===== src/rtl/bin2bcd_emitter_if.sv =====
// Handshake and result bus between the binary-to-BCD emitter and its host.
// The master drives the request side; the slave (converter) drives the results.
interface bin2bcd_emitter_if;
    logic        start;
    logic [13:0] binary;
    logic        hold;
    logic        busy;
    logic        bcdValid;
    logic [15:0] opBCD;
    logic        ovf;
    logic [3:0]  digits;
    logic [1:0]  digitNumber;
    logic        newNumber;

    modport master (
        output start, binary, hold,
        input  busy, bcdValid, opBCD, ovf, digits, digitNumber, newNumber
    );

    modport slave (
        input  start, binary, hold,
        output busy, bcdValid, opBCD, ovf, digits, digitNumber, newNumber
    );
endinterface


===== src/rtl/bin2bcd_emitter.sv =====
// 14-bit binary to 4-digit BCD converter (double-dabble) with MS-first digit replay.
// Optional build macro OVF_SATURATE_EN: results above 9999 load and stream 16'h9999.
module bin2bcd_emitter (
    input  logic               clk,
    input  logic               rst,
    bin2bcd_emitter_if.slave   bus
);

    typedef enum logic [1:0] {
        IDLE = 2'd0,
        CONV = 2'd1,
        EMIT = 2'd2
    } state_t;

    state_t      state_r;
    state_t      state_nxt_s;
    logic [13:0] shift_r;
    logic [19:0] scratch_r;
    logic [3:0]  cnt_r;
    logic        busy_r;
    logic        bcd_valid_r;
    logic [15:0] op_bcd_r;
    logic        ovf_r;
    logic [3:0]  digits_r;
    logic [1:0]  digit_num_r;
    logic        new_number_r;
    logic [33:0] step_s;
    logic [15:0] load_s;

    // One double-dabble iteration: per-nibble add-3 (no inter-nibble carry), then shift left.
    function automatic logic [33:0] dabble_step(input logic [19:0] s, input logic [13:0] b);
        logic [19:0] adj;
        for (int i = 0; i < 5; i++) begin
            adj[i*4 +: 4] = (s[i*4 +: 4] >= 4'd5) ? (s[i*4 +: 4] + 4'd3) : s[i*4 +: 4];
        end
        return {adj, b} << 1;
    endfunction

    function automatic logic [3:0] nibble_sel(input logic [15:0] v, input logic [1:0] idx);
        logic [3:0] n;
        case (idx)
            2'd3:    n = v[15:12];
            2'd2:    n = v[11:8];
            2'd1:    n = v[7:4];
            2'd0:    n = v[3:0];
            default: n = 4'd0;
        endcase
        return n;
    endfunction

    // Next-state selection and the datapath value loaded into opBCD on the last iteration.
    always_comb begin
        state_nxt_s = state_r;
        step_s      = dabble_step(scratch_r, shift_r);
`ifdef OVF_SATURATE_EN
        load_s      = ovf_r ? 16'h9999 : step_s[29:14];
`else
        load_s      = step_s[29:14];
`endif
        case (state_r)
            IDLE: begin
                if (bus.start) state_nxt_s = CONV;
                else           state_nxt_s = IDLE;
            end
            CONV: begin
                if (cnt_r == 4'd13) state_nxt_s = EMIT;
                else                state_nxt_s = CONV;
            end
            EMIT: begin
                if (!bus.hold && (digit_num_r == 2'd0)) state_nxt_s = IDLE;
                else                                    state_nxt_s = EMIT;
            end
            default: state_nxt_s = IDLE;
        endcase
    end

    // State register.
    always_ff @(posedge clk or negedge rst) begin
        if (!rst) state_r <= IDLE;
        else      state_r <= state_nxt_s;
    end

    // Conversion datapath and registered outputs.
    always_ff @(posedge clk or negedge rst) begin
        if (!rst) begin
            shift_r      <= 14'd0;
            scratch_r    <= 20'd0;
            cnt_r        <= 4'd0;
            busy_r       <= 1'b0;
            bcd_valid_r  <= 1'b0;
            op_bcd_r     <= 16'h0000;
            ovf_r        <= 1'b0;
            digits_r     <= 4'd0;
            digit_num_r  <= 2'd0;
            new_number_r <= 1'b0;
        end else begin
            case (state_r)
                IDLE: begin
                    bcd_valid_r  <= 1'b0;
                    new_number_r <= 1'b0;
                    if (bus.start) begin
                        shift_r   <= bus.binary;
                        scratch_r <= 20'd0;
                        ovf_r     <= (bus.binary > 14'd9999);
                        cnt_r     <= 4'd0;
                        busy_r    <= 1'b1;
                    end else begin
                        busy_r    <= 1'b0;
                    end
                end
                CONV: begin
                    {scratch_r, shift_r} <= step_s;
                    cnt_r                <= cnt_r + 4'd1;
                    if (cnt_r == 4'd13) begin
                        op_bcd_r     <= load_s;
                        bcd_valid_r  <= 1'b1;
                        digit_num_r  <= 2'd3;
                        digits_r     <= load_s[15:12];
                        new_number_r <= 1'b1;
                    end else begin
                        bcd_valid_r  <= 1'b0;
                    end
                end
                EMIT: begin
                    bcd_valid_r <= 1'b0;
                    if (bus.hold) begin
                        new_number_r <= 1'b0;
                    end else if (digit_num_r == 2'd0) begin
                        new_number_r <= 1'b0;
                        busy_r       <= 1'b0;
                    end else begin
                        digit_num_r  <= digit_num_r - 2'd1;
                        digits_r     <= nibble_sel(op_bcd_r, digit_num_r - 2'd1);
                        new_number_r <= 1'b1;
                    end
                end
                default: begin
                    bcd_valid_r  <= 1'b0;
                    new_number_r <= 1'b0;
                    busy_r       <= 1'b0;
                end
            endcase
        end
    end

    assign bus.busy        = busy_r;
    assign bus.bcdValid    = bcd_valid_r;
    assign bus.opBCD       = op_bcd_r;
    assign bus.ovf         = ovf_r;
    assign bus.digits      = digits_r;
    assign bus.digitNumber = digit_num_r;
    assign bus.newNumber   = new_number_r;

endmodule


===== src/flat_wrapper.sv =====
// flat-port wrapper written by rule: the top's interface ports become plain ports
module bin2bcd_emitter_flat 
  (clk, rst, bus_start, bus_binary, bus_hold, bus_busy, bus_bcdValid, bus_opBCD, bus_ovf, bus_digits, bus_digitNumber, bus_newNumber);
  bin2bcd_emitter_if bus_i ();
  input  logic clk;
  input  logic rst;
  input wire logic [$bits(bus_i.start)-1:0] bus_start;
  input wire logic [$bits(bus_i.binary)-1:0] bus_binary;
  input wire logic [$bits(bus_i.hold)-1:0] bus_hold;
  output wire logic [$bits(bus_i.busy)-1:0] bus_busy;
  output wire logic [$bits(bus_i.bcdValid)-1:0] bus_bcdValid;
  output wire logic [$bits(bus_i.opBCD)-1:0] bus_opBCD;
  output wire logic [$bits(bus_i.ovf)-1:0] bus_ovf;
  output wire logic [$bits(bus_i.digits)-1:0] bus_digits;
  output wire logic [$bits(bus_i.digitNumber)-1:0] bus_digitNumber;
  output wire logic [$bits(bus_i.newNumber)-1:0] bus_newNumber;
  assign bus_i.start = bus_start;
  assign bus_i.binary = bus_binary;
  assign bus_i.hold = bus_hold;
  assign bus_busy = bus_i.busy;
  assign bus_bcdValid = bus_i.bcdValid;
  assign bus_opBCD = bus_i.opBCD;
  assign bus_ovf = bus_i.ovf;
  assign bus_digits = bus_i.digits;
  assign bus_digitNumber = bus_i.digitNumber;
  assign bus_newNumber = bus_i.newNumber;
  bin2bcd_emitter u_core (.clk(clk), .rst(rst), .bus(bus_i));
endmodule

===== config.mk =====
export PLATFORM = sky130hd
export DESIGN_NAME = bin2bcd_emitter_flat
export DESIGN_NICKNAME = d
export VERILOG_FILES = /design/src/rtl/bin2bcd_emitter_if.sv /design/src/rtl/bin2bcd_emitter.sv /design/src/flat_wrapper.sv
export SDC_FILE = /design/constraint.sdc
export NUM_CORES = 1
export LEC_CHECK = 0
export CORE_MARGIN = 4
export CORE_UTILIZATION = 59
export DETAILED_ROUTE_END_ITERATION = 8
export GPL_ROUTABILITY_DRIVEN = 0
export HOLD_SLACK_MARGIN = 0.1
export PLACE_DENSITY = 0.85
export SYNTH_ARGS = -nofsm -noshare
export SYNTH_HDL_FRONTEND = slang
export SYNTH_SLANG_ARGS = --single-unit

===== constraint.sdc =====
create_clock -name clk -period 3.6 [get_ports clk]
set_clock_uncertainty 0.2 [all_clocks]
set_input_delay 0.36 -clock clk [delete_from_list [all_inputs] [get_ports clk]]
set_output_delay 0.36 -clock clk [all_outputs]
set_load 0.01 [all_outputs]

Word level (Yosys, flattened, before mapping)
Index checks and enable logic that the tools add are counted.
{"block": "word_totals", "reg_bits": 66, "in_bits": 18, "elab_cells": 82}
{"block": "op_classes", "addsub": 7, "order_cmp": 6, "n_eq_ne": 11, "mux": 34, "bitwise": 1, "reduce_logical": 12}
{"op": "20-bit case mux with 2 select lines", "count": 1}
{"op": "4-bit two-way mux", "count": 8}
{"op": "14-bit case mux with 2 select lines", "count": 1}
{"op": "4-bit by 3-bit greater-or-equal comparator with 1-bit output (second input constant)", "count": 5}
{"op": "20-bit two-way mux", "count": 1}
{"op": "4-bit by 2-bit adder with 4-bit output (second input constant)", "count": 4}
{"op": "4-bit case mux with 2 select lines", "count": 2}
{"op": "4-bit case mux with 4 select lines", "count": 1}
{"op": "14-bit greater-than comparator (second input constant)", "count": 1}
{"op": "14-bit two-way mux", "count": 1}
{"op": "2-bit two-way mux", "count": 5}
{"op": "1-bit two-way mux", "count": 9}
{"op": "2-bit equality test (second input constant)", "count": 3}
{"op": "2-bit logical NOT", "count": 3}
{"op": "2-bit inequality test (second input constant)", "count": 3}
{"op": "2-bit case mux with 3 select lines", "count": 1}
{"op": "2-bit AND reduction", "count": 3}
{"op": "4-bit by 1-bit adder with 4-bit output (second input constant)", "count": 1}
{"op": "2-bit by 1-bit equality test with 1-bit output (second input constant)", "count": 2}
{"op": "4-bit equality test (second input constant)", "count": 1}
{"op": "2-bit by 1-bit inequality test with 1-bit output (second input constant)", "count": 2}
{"op": "2-bit case mux with 2 select lines", "count": 1}
{"op": "4-bit AND reduction", "count": 1}
{"op": "2-bit nonzero test", "count": 2}
{"op": "other kinds (9)", "count": 9}

Depth between registers and ports, before layout
{"block": "depth", "ltp_word": 6, "depth_mapped": 8}

Worst setup path before layout
OpenSTA, ideal clock, no wires.
{"block": "synth_timing", "path_type": "register -> register", "startpoint": "register u_core.digit_num_r[0], in the netlist u_core.bus.digitNumber[0]", "endpoint": "register u_core.digits_r[1], in the netlist u_core.bus.digits[1]", "setup_time_ps": 121, "t_arrival_ps": 1628, "path_slack_ps": 1651, "path_stages_with_launch": 7, "n_path_buf": 0, "period_less_slack_ps": 1949, "cell_sequence": "dfrtp_1 -> inv_1 -> ha_1 -> or3b_4 -> a22oi_4 -> o21ai_1 -> o22a_1"}
{"block": "synth_between", "elab_chain_cells": 6, "elab_cells_between_ends": 12, "classes_between": "add/sub (1); eq/ne (4); mux (4); reduce/logical (3)"}
{"element": "start: declaration", "line": "bin2bcd_emitter.sv:25", "rtl": "logic [1:0] digit_num_r;"}
{"element": "start signal: assignment", "line": "bin2bcd_emitter.sv:132", "rtl": "digit_num_r <= digit_num_r - 2'd1;"}
{"element": "2-bit by 1-bit subtractor with 2-bit output", "line": "bin2bcd_emitter.sv:133", "rtl": "digits_r <= nibble_sel(op_bcd_r, digit_num_r - 2'd1);"}
{"element": "2-bit by 1-bit equality test with 1-bit output (tied with other cells)", "line": "bin2bcd_emitter.sv:41", "rtl": "case (idx)"}
{"element": "4-bit case mux with 4 select lines", "line": "bin2bcd_emitter.sv:41"}
{"element": "4-bit two-way mux", "line": "bin2bcd_emitter.sv:128", "rtl": "end else if (digit_num_r == 2'd0) begin"}
{"element": "4-bit two-way mux", "line": "bin2bcd_emitter.sv:126", "rtl": "if (bus.hold) begin"}
{"element": "4-bit case mux with 2 select lines", "line": "bin2bcd_emitter.sv:97", "rtl": "case (state_r)"}
{"element": "end signal: assignment", "line": "bin2bcd_emitter.sv:118", "rtl": "digits_r <= load_s[15:12];"}
{"element": "end signal: assignment", "line": "bin2bcd_emitter.sv:133"}
{"element": "end: declaration", "line": "bin2bcd_emitter.sv:24", "rtl": "logic [3:0] digits_r;"}
Parallel ways exist; a longest one is shown, timed or not. The select of a mux whose other input is x is not followed.
A chain may end at the register's enable or synchronous reset.

Worst setup path after layout
{"block": "layout_timing", "startpoint": "register u_core.state_r[1]", "endpoint": "register u_core.scratch_r[7]"}
{"block": "layout_between", "elab_chain_cells": 3, "elab_cells_between_ends": 6, "classes_between": "eq/ne (2); mux (1); reduce/logical (3)"}
{"element": "start: declaration", "line": "bin2bcd_emitter.sv:15", "rtl": "state_t state_r;"}
{"element": "start signal: assignment", "line": "bin2bcd_emitter.sv:80", "rtl": "else state_r <= state_nxt_s;"}
{"element": "2-bit by 1-bit equality test with 1-bit output / 2-bit logical NOT (equally long branches)", "line": "bin2bcd_emitter.sv:97"}
{"element": "2-bit nonzero test (no line) / 2-bit inequality test (equally long branches)"}
{"element": "2-bit AND reduction (no line)"}
{"element": "end signal: assignment", "line": "bin2bcd_emitter.sv:112", "rtl": "{scratch_r, shift_r} <= step_s;"}
{"element": "end: declaration", "line": "bin2bcd_emitter.sv:18", "rtl": "logic [19:0] scratch_r;"}
Parallel ways exist; a longest one is shown, timed or not.

==> results.toml <==
[outcome]
run_status = "completed"

[pwr]
cell_pwr_density_nw_per_um2 = 786
leakagePower_nw = 1.75
ir_drop_v = 0.000510

[synthesis]
synth_area_sq_um = 3240
synth_top_cell_area_share_pct = 47.9
yosys.area.top_type = "sky130_fd_sc_hd__dfrtp_1"
synth_adder_area_share_pct = 6.95
synthTopCellsByArea = "sky130_fd_sc_hd__dfrtp_1 48%, sky130_fd_sc_hd__nand2_1 7.1%, sky130_fd_sc_hd__ha_1 6.9%"
combinational_family_with_the_most_area_after_synthesis = "compound AO/OA/AOI/OAI gates"
synthesis.nets = 376
synth_warn = 0
sequential_element_share_of_the_synthesized_area_pct = 47.9
synth_cell_type_count = 44
ys_async_sr_fraction_pct = 100
synth-edff-count = 0
netlist_instances = 340
synth-main-ff-cell = "sky130_fd_sc_hd__dfrtp_1"
post_synth_and_or_nand_nor_area_fraction_pct = 16.2
synthesis_stage_register_bit_count = 62
yosys.area_share.xor_xnor_pct = 0.810
post_synth.cell_area_avg_sq_um = 9.53
muxShareOfSynthArea_pct = 5.79
synth_compound_area_share_pct = 17.9

[worst_setup_path]
crit_path_cell_trace = "inv_1 -> ha_1 -> mux2i_4 -> buf_4 -> o22ai_1 -> a22o_1"
crit_fanout = 50
timing.critical_path.max_delay_family = "buffers and inverters"
critPathArrivalTime_ns = 2.30
timing.critical_path.slowest_cell_delay_ns = 0.42
timing.setup.critical_path_class = "reg2reg"
worst_setup_path_start_kind = "register"
worstPathRequired_ns = 3.63
critPathBufInv = 2
worst_setup_path_end_kind = "register"
critPathSlowestCell = "sky130_fd_sc_hd__buf_4"

[global_routing]
first_global_vias = 2668
grt.overflow.total = 0
global_route_wire_length_before_repair_um = 12200
grtUsageTotal_pct = 24.0
grt_antenna_before_repair = 0
grt_max_degree = 51

[route]
drt-initial-drc-count = 174
wire_per_inst_um = 15.6
num_vias = 2612
drt.antenna.violating_nets = 0
drc = 0
post_drt_via_cell_ratio = 5.70
detailedRoute.firstPassIterationCount = 5
routed_wirelength_um = 7150

[sta]
post-route-min-period_ns = 2.27
setup-tns-final_ns = 0
max_slew_margin_pct = 44.9
grt_setup_unrepaired = "false"
final-setup-viol-count = 0
final-hold-violation-count = 0
max_freq_mhz = 441
final.period_utilization_pct = 63.0
tightest_slew_ns = 0.827
final_max_slew_viol_count = 0

[cells_and_area]
layout_cells_sized_above_1_pct = 6.96
antenna_cells_inserted = 0
layout.cells.most_common = "sky130_fd_sc_hd__dfrtp_1"
nets = 421
most-common-layout-cells = "62 x sky130_fd_sc_hd__dfrtp_1, 61 x sky130_fd_sc_hd__nand2_1, 42 x sky130_fd_sc_hd__clkdlybuf4s50_1"
flow.area_growth_from_synthesis_pct = 20.5
final-instance-count-excl-fill = 458
fillers = 384

[job]
max_cap_violations = 0

[clock_network]
tritoncts = "yes"
clk_transition_reported_paths_ns = 0.07
clock_tree.buffer_depth = 2
sink_count_of_the_clock_tree = 62
postCtsSetupBuffers = 0
clockRootBuffer = "sky130_fd_sc_hd__clkbuf_8"
cts_h_tree_lvls = 3
post_cts_resize_count = 0
cts-buffers-inserted = 9
clk-insertion-delay-late_ns = 0.34

[place]
dp.cells = 443
final_hpwl_dp_um = 5130
numPortBuffers = 43

[die]
die_area_sq_um = 6740
die_width_um = 82.1
floorplan.die.height_um = 82.1
floorplan.initialDensity_pct = 62.3
floorplan.rows = 26
design.core.area_sq_um = 5200
io_pins = 44

[hold_path]
min_path_type = "reg2reg"
[worst reg2reg max path, delay by kind of cell, from the launching register on]
| family | cells | cell delay, ns |
|---|---|---|
| flops | 1 | 0.40 |
| mux | 1 | 0.29 |
| buf+inv | 2 | 0.52 |
| compound gates | 2 | 0.37 |
| fa+ha+maj | 1 | 0.38 |
[report_power, final]
group | internal (mW) | switching (mW) | total [mW]
combinational | 0.634 | 0.727 | 1.36
clock | 0.298 | 0.250 | 0.548
sequential | 0.953 | 0.208 | 1.16
[final cells by class]
cell class	count	area, sq um	share of cell area, %
tap	70	87.6	2.24
multi-input combinational	245	1550	39.8
timing repair buffer	49	473	12.1
clock buffer	13	169	4.32
sequential	62	1550	39.7
clock inverter	1	5.00	0.128
inverter	18	67.6	1.73
[worst paths after layout]
kind | start | endpoint | slack, ns | cells past startpoint
min | u_core.bus.digits[3]$_DFFE_PN0P_ | u_core.bus.digits[3]$_DFFE_PN0P_ | 0.29 | 1
min in group asynchronous | rst | u_core.bus.opBCD[5]$_DFFE_PN0P_ | 0.46 | 2
min reg2reg | u_core.bus.digits[3]$_DFFE_PN0P_ | u_core.bus.digits[3]$_DFFE_PN0P_ | 0.29 | 1
max in group asynchronous | rst | u_core.bus.opBCD[14]$_DFFE_PN0P_ | 1.93 | 3
max reg2reg | u_core.state_r[1]$_DFF_PN0_ | u_core.scratch_r[7]$_DFFE_PN0P_ | 1.33 | 6
max | u_core.state_r[1]$_DFF_PN0_ | u_core.scratch_r[7]$_DFFE_PN0P_ | 1.33 | 6
[cell usage after synthesis, types with 2 or more instances]
cell	n
sky130_fd_sc_hd__a21oi_1	13
sky130_fd_sc_hd__a222oi_1	4
sky130_fd_sc_hd__a22o_1	2
sky130_fd_sc_hd__and2_1	5
sky130_fd_sc_hd__buf_2	8
sky130_fd_sc_hd__clkbuf_1	5
sky130_fd_sc_hd__dfrtp_1	62
sky130_fd_sc_hd__ha_1	18
sky130_fd_sc_hd__inv_1	18
sky130_fd_sc_hd__mux2_2	3
sky130_fd_sc_hd__mux2i_1	14
sky130_fd_sc_hd__nand2_1	61
sky130_fd_sc_hd__nand2b_1	11
sky130_fd_sc_hd__nand3_1	2
sky130_fd_sc_hd__nand3b_1	3
sky130_fd_sc_hd__nand4_1	2
sky130_fd_sc_hd__nor2_1	9
sky130_fd_sc_hd__nor3_1	2
sky130_fd_sc_hd__nor3b_1	5
sky130_fd_sc_hd__o21a_1	4
sky130_fd_sc_hd__o21ai_0	25
sky130_fd_sc_hd__o21ai_1	36
sky130_fd_sc_hd__o221ai_1	2
sky130_fd_sc_hd__o22a_1	2
sky130_fd_sc_hd__o22ai_1	2
sky130_fd_sc_hd__o31ai_1	2
sky130_fd_sc_hd__xnor2_1	3
[kinds of logic (layout without fill, tap and decap cells)]
kind of cell	Yosys count	after routing
flip-flops	62	62
multiplexers	18	18
buffers and inverters	33	81
AO/OA/AOI/OAI	98	98
XOR/XNOR	3	3
AND/OR/NAND/NOR	108	108
adder cells (fa/ha/maj)	18	18
[flip-flops by register name (all words and copies together), names as in the netlist]
| register | cells |
|---|---|
| u_core.bus.opBCD | 16 |
| u_core.scratch_r | 16 |
| u_core.shift_r | 14 |
| u_core.bus.digits | 4 |
| u_core.cnt_r | 4 |
| u_core.bus.digitNumber | 2 |
| u_core.state_r | 2 |
| u_core.bus.bcdValid | 1 |
| u_core.bus.busy | 1 |
| u_core.bus.newNumber | 1 |
| u_core.bus.ovf | 1 |
[per-layer routing]
metal | part of all wire (%) | GRT usage (%) | vias to the layer above
met2 | 49 | 39.0 | 91
met1 | 41 | 30.5 | 1235
met5 | 0 | 0 | -
met3 | 5.9 | 5.75 | 21
li1 | - | - | 1265
met4 | 3.5 | 11.0 | 0
[per-stage QoR]
stage | worst slack [ns] | instance area, sq um | total power [mW] | hold slack [ns] | util [%]
floorplan | 1.65 | 3240 | 2.07 | -0.136 | -
global route | 1.13 | 3910 | 3.32 | 0.309 | 75.1
detailed placement | 1.34 | 3720 | 2.52 | 0.272 | 71.5
finish | 1.33 | 3910 | 3.07 | 0.291 | 75.1
global placement | 1.36 | 3720 | 2.46 | 0.261 | 71.5
CTS | 1.33 | 3910 | 3.09 | 0.295 | 75.1
[timing repair]
item | 4_1_cts | 5_1_grt
hold buffers | 1 | 0
endpoints found under the setup margin | 0 | 0
hold endpoints to repair | 38 | 0
No activity file was read; power rests on OpenSTA's default activity.
